File: config.mk
export PLATFORM = sky130hd
export DESIGN_NAME = uart_rx_fifo
export DESIGN_NICKNAME = d
export VERILOG_FILES = /design/src/rtl/uart_rx_fifo_pkg.sv /design/src/rtl/uart_rx_fifo_sync_fifo.sv /design/src/rtl/uart_rx_fifo.sv
export SDC_FILE = /design/constraint.sdc
export NUM_CORES = 1
export LEC_CHECK = 0
export BUFFER_PORTS_ARGS = -buffer_cell sky130_fd_sc_hd__buf_2
export CORE_MARGIN = 2
export CORE_UTILIZATION = 60
export CTS_BUF_LIST = sky130_fd_sc_hd__clkbuf_8
export DETAILED_ROUTE_END_ITERATION = 6
export PLACE_DENSITY = 0.78
export SKIP_CTS_REPAIR_TIMING = 1
export SLEW_MARGIN = 20
export SYNTH_ARGS = -nofsm -noshare
export SYNTH_HDL_FRONTEND = slang
export SYNTH_SLANG_ARGS = --single-unit
File: constraint.sdc
create_clock -name clk -period 3.7 [get_ports clk]
set_clock_uncertainty 0.2 [all_clocks]
set_input_delay 0.37 -clock clk [delete_from_list [all_inputs] [get_ports clk]]
set_output_delay 0.37 -clock clk [all_outputs]
set_load 0.05 [all_outputs]
File: src/rtl/uart_rx_fifo_pkg.sv
// Shared UART constants and the receive-buffer entry layout.
package uart_rx_fifo_pkg;

    localparam int UART_DATA_WIDTH = 8;
    localparam int CLOCKS_PER_BIT  = 8;
    localparam int RX_SYNC_STAGES  = 3;

    typedef enum logic {
        PARITY_EVEN = 1'b0,
        PARITY_ODD  = 1'b1
    } parity_e;

    typedef struct packed {
        logic                       parity_err;
        logic [UART_DATA_WIDTH-1:0] data;
    } rx_entry_t;

    function automatic logic is_pow2(input int n);
        return (n >= 2) && ((n & (n - 1)) == 0);
    endfunction

endpackage

File: src/rtl/uart_rx_fifo_sync_fifo.sv
// Generic first-word-fall-through synchronous FIFO with extra-MSB pointers.
module sync_fifo
    import uart_rx_fifo_pkg::*;
#(
    parameter int WIDTH = 9,
    parameter int DEPTH = 16,
    localparam int AW   = $clog2(DEPTH)
) (
    input  logic             clk,
    input  logic             reset,
    input  logic             push_i,
    input  logic [WIDTH-1:0] wdata_i,
    input  logic             pop_i,
    output logic [WIDTH-1:0] rdata_o,
    output logic             valid_o,
    output logic [AW:0]      count_o,
    output logic             full_o,
    output logic             empty_o
);

    localparam logic [AW:0] PTR_ONE = (AW + 1)'(1);

    logic [WIDTH-1:0] mem_q [DEPTH];
    logic [AW:0]      wr_ptr_q, wr_ptr_d;
    logic [AW:0]      rd_ptr_q, rd_ptr_d;
    logic             wr_en;
    logic             rd_en;
    logic             full;
    logic             empty;

    assign full  = (wr_ptr_q[AW] != rd_ptr_q[AW]) &&
                   (wr_ptr_q[AW-1:0] == rd_ptr_q[AW-1:0]);
    assign empty = (wr_ptr_q == rd_ptr_q);

    assign rd_en = pop_i && !empty;
    // A pop frees the head slot in the same cycle, so a full FIFO still takes the push.
    assign wr_en = push_i && (!full || rd_en);

    always_comb begin
        wr_ptr_d = wr_ptr_q;
        rd_ptr_d = rd_ptr_q;
        if (wr_en) wr_ptr_d = wr_ptr_q + PTR_ONE;
        if (rd_en) rd_ptr_d = rd_ptr_q + PTR_ONE;
    end

    always_ff @(posedge clk or posedge reset) begin
        if (reset) begin
            wr_ptr_q <= '0;
            rd_ptr_q <= '0;
        end else begin
            wr_ptr_q <= wr_ptr_d;
            rd_ptr_q <= rd_ptr_d;
        end
    end

    always_ff @(posedge clk) begin
        if (wr_en) mem_q[wr_ptr_q[AW-1:0]] <= wdata_i;
    end

    assign rdata_o = empty ? '0 : mem_q[rd_ptr_q[AW-1:0]];
    assign valid_o = !empty;
    assign count_o = wr_ptr_q - rd_ptr_q;
    assign full_o  = full;
    assign empty_o = empty;

endmodule

File: src/rtl/uart_rx_fifo.sv
// UART receive buffer: edge-detected push, parity tagging, sticky overflow.
module uart_rx_fifo
    import uart_rx_fifo_pkg::*;
#(
    parameter int  DATA_WIDTH = UART_DATA_WIDTH,
    parameter int  DEPTH      = 16,
    localparam int ADDR_WIDTH = $clog2(DEPTH)
) (
    input  logic                  clk,
    input  logic                  reset,
    input  logic [DATA_WIDTH-1:0] rx_data,
    input  logic                  rx_data_valid,
    input  logic                  rx_error,
    output logic [DATA_WIDTH-1:0] o_data,
    output logic                  o_parity_err,
    output logic                  o_valid,
    input  logic                  i_ready,
    output logic [ADDR_WIDTH:0]   o_count,
    output logic                  o_full,
    output logic                  o_empty,
    output logic                  o_overflow,
    input  logic                  clear_overflow
);

    logic                  valid_q;
    logic                  overflow_q, overflow_d;
    logic                  push;
    logic                  pop;
    logic                  drop;
    logic [DATA_WIDTH:0]   wdata;
    logic [DATA_WIDTH:0]   rdata;

    // The receiver may hold data_is_valid for many cycles; only its rising edge counts.
    assign push  = rx_data_valid && !valid_q;
    assign pop   = o_valid && i_ready;
    assign drop  = push && o_full && !pop;
    assign wdata = {rx_error, rx_data};

    sync_fifo #(
        .WIDTH (DATA_WIDTH + 1),
        .DEPTH (DEPTH)
    ) u_fifo (
        .clk     (clk),
        .reset   (reset),
        .push_i  (push),
        .wdata_i (wdata),
        .pop_i   (pop),
        .rdata_o (rdata),
        .valid_o (o_valid),
        .count_o (o_count),
        .full_o  (o_full),
        .empty_o (o_empty)
    );

    assign o_data       = rdata[DATA_WIDTH-1:0];
    assign o_parity_err = rdata[DATA_WIDTH];

    always_comb begin
        overflow_d = overflow_q;
        if (drop) overflow_d = 1'b1;
        else if (clear_overflow) overflow_d = 1'b0;
    end

    always_ff @(posedge clk or posedge reset) begin
        if (reset) begin
            valid_q    <= 1'b0;
            overflow_q <= 1'b0;
        end else begin
            valid_q    <= rx_data_valid;
            overflow_q <= overflow_d;
        end
    end

    assign o_overflow = overflow_q;

endmodule

==> reports/qor.csv <==
stage,metric,value,unit
critical_path,regToRegEndpoint,u_fifo.mem_q[3][5],
run,cap_violations,0,
detailed_routing,detail-route-antenna-nets,0,
final_layout,fin_area,7230,µm²
final_layout,fin_nets,395,
grt,antenna_found_initial,0,
grt,grt-busiest-layer,met2,
floorplanning,start_util,0.622,
outcome,outcome,"finished, final reports clean",
yosys,yosys-top-cells-area,"edfxtp_1 67%, mux4_1 9.8%, dfrtp_1 4.7%",
power_and_ir_drop,ir_drop,0.000839,V
grt,grtUsageMet3,0.0569,
critical_path,critPathLaunchType,flop,
grt,grt_pass1_wl,18800,µm
detailed_routing,first_pass_iters,5,
sta,slew_violations,0,
sta,timing.setup.tns,0,ns
floorplanning,std_cell_rows,37,
floorplanning,die_y,108,µm
sta,worst_pin_slew,0.624,ns
yosys,synth_ff_type,edfxtp_1,
detailed_routing,avgRoutedWirePerCell,23.9,µm
yosys,syn_area_per_cell,20.0,µm²
yosys,ys_ff_latch,156,
grt,grtUsageMet1,0.320,
final_layout,post-route-util,0.697,
floorplanning,dieArea,11600,µm²
sta,slew_headroom,0.584,
critical_path,r2r_slack,0.77,ns
yosys,syn-num-nets,347,
clocking,htree_levels,4,
final_layout,syn2layout_area_growth,12.0,%
placement,gp_congestion,0.787,
yosys,synth_warnings,0,
clocking,clock_latency,0.43,ns
clocking,numCtsBuffers,17,
sta,fin_crit,3.37,ns
power_and_ir_drop,p_per_area,838,nW/µm²
detailed_routing,drt-vias-per-instance,6.23,
final_layout,diodes,0,
sta,rsz0062_at_grt,no,
yosys,yosysSeqAreaShare,0.716,
worst_hold_path,min_to,o_overflow,
yosys,synth_edf_count,144,
detailed_routing,num_vias,3235,
detailed_routing,routed_wl,12400,µm
grt,grtUsageMet2,0.365,
yosys,synth_cells,323,
critical_path,worst-path-max-fanout,15,
worst_hold_path,hp-class,primary input to flop,
grt,overflow,0,
floorplanning,top_level_ports,32,
placement,placed_area,6790,µm²
floorplanning,die_w,108,µm
worst_hold_path,whs_path_depth,4,
critical_path,cp-end-kind,primary output,
grt,grt_use_total,0.233,
power_and_ir_drop,p_leak,0.00258,µW
detailed_routing,route.detailed.drc,0,
sta,fmax,296,MHz
critical_path,critical_path_required,3.13,ns
detailed_routing,drtIter0Drc,295,
sta,hold_ws,0.0937,ns
placement,io_buffers,31,
placement,dp_hpwl,7990,µm
grt,grt_pass1_vias,3230,
clocking,cts_tree,built,
yosys,yosysTopAreaCellShare,0.670,
clocking,clockRootBuffer,clkbuf_8,
critical_path,critPathArrivalTime,2.80,ns
clocking,cts_sinks,156,
sta,post-route-period-util,0.912,
sta,hold_viol,0,
grt,grt_max_degree,24,
worst_hold_path,hold_path.startpoint,i_ready,
yosys,async_reset_ff_frac,0.0769,
yosys,synth_area,6450,µm²
clocking,max-clock-path-buffers,2,
floorplanning,core,10400,µm²
critical_path,reg2regPathDepth,5,
yosys,ys_types,34,
clocking,cts.reportedPaths.clkPinSlew,0.08,ns
critical_path,rr_startpoint,u_fifo.rd_ptr_q[0],
critical_path,worst-setup-path-type,flop to primary output,
final_layout,layout-drive-gt1-share,0.258,
yosys,synth.largest_area_cell,edfxtp_1,
sta,setup_viol,0,
==> per-stage QoR <==
stage / worst slack (ns) / cells / power [µW]
finish: 0.327 / 519 / 6060
global placement: 0.832 / 485 / 4760
CTS: 0.343 / 516 / 6090
floorplan: -0.00262 / 323 / 4220
detailed placement: 0.779 / 485 / 4790
global route: 0.195 / 519 / 6320
==> cells in the final DEF (no fill, tap or decap), types with 3 or more instances in the layout <==
cell	Yosys	layout
clkbuf_8	0	17
mux4_2	12	12
and2_1	8	8
nor3_1	4	4
mux4_1	24	24
nand4_1	3	3
clkinv_4	0	3
buf_4	1	10
a21oi_2	0	5
ha_1	9	9
nand2_1	11	11
buf_2	4	31
edfxtp_1	144	144
mux2i_1	8	8
mux2_2	8	8
inv_1	11	12
a21oi_1	11	6
dlygate4sd3_1	0	3
dfrtp_1	12	11
o21ai_1	7	7
bufinv_16	0	4
xor2_1	4	4
and3_1	6	6
xnor2_1	9	9
clkinv_2	0	5
==> flip-flops by register name, summed over array words and instances, names as in the netlist <==
register,count
u_fifo.rd_ptr_q,5
u_fifo.wr_ptr_q,5
valid_q,1
u_fifo.mem_q,144
o_overflow,1
==> worst max-delay path by stage <==
stage                             startpoint                 end  slack, ns  depth (start not counted)
after detailed placement  u_fifo.rd_ptr_q[0]  u_fifo.mem_q[3][3]       0.78                          5
after CTS                 u_fifo.rd_ptr_q[0]           o_data[0]       0.34                          6
after floorplan           u_fifo.rd_ptr_q[3]           o_data[5]     -0.003                          9
after global routing      u_fifo.rd_ptr_q[0]           o_data[7]       0.20                          6
final                     u_fifo.rd_ptr_q[0]           o_data[7]       0.33                          6
after global placement    u_fifo.rd_ptr_q[0]  u_fifo.mem_q[2][3]       0.83                          5
==> power by group <==
group | switching, µW | leakage (µW) | internal (µW)
sequential | 129 | 0.00144 | 2060
clock | 590 | 0.000218 | 723
combinational | 1670 | 0.000921 | 888
==> synth_stat cells (6+ instances only) <==
master,number
clkbuf_1,7
o21ai_1,7
a21oi_1,11
mux4_1,24
and3_1,6
ha_1,9
xnor2_1,9
edfxtp_1,144
dfrtp_1,12
mux2i_1,8
mux2_2,8
nand2_1,11
inv_1,11
mux4_2,12
and2_1,8
==> logic make-up after synthesis <==
kind of cell             after synthesis  synth area share
buffers and inverters                 26            0.0200
XOR/XNOR                              13            0.0176
flip-flops                           156             0.716
adder cells (fa/ha/maj)               10            0.0205
AND/OR/NAND/NOR                       38            0.0324
AO/OA/AOI/OAI                         28            0.0271
multiplexers                          52             0.166
==> metal layers <==
layer	part of all wire	routed length, µm	up-vias
met1	0.42	5230	1656
met2	0.49	6030	146
met5	0	0	-
met4	0.025	306	0
met3	0.066	821	24
li1	-	-	1409
==> layout make-up <==
type                    instances  area [µm²]
clock buffers                  17         234
well taps                     136         170
flip-flops and latches        156        4630
clock inverters                14         179
inverters                      11        41.3
repair buffers                 44         260
multi-input cells             141        1720
fillers                       662        3140
==> worst max-delay path: stages, from the launching register on <==
cell      delay, ns
dfrtp_2        0.65
ha_1           0.32
and4_1         0.26
nand2_1        0.35
o31ai_1        0.13
a211oi_1       0.31
buf_2          0.33
(Power assumes the default switching activity.)
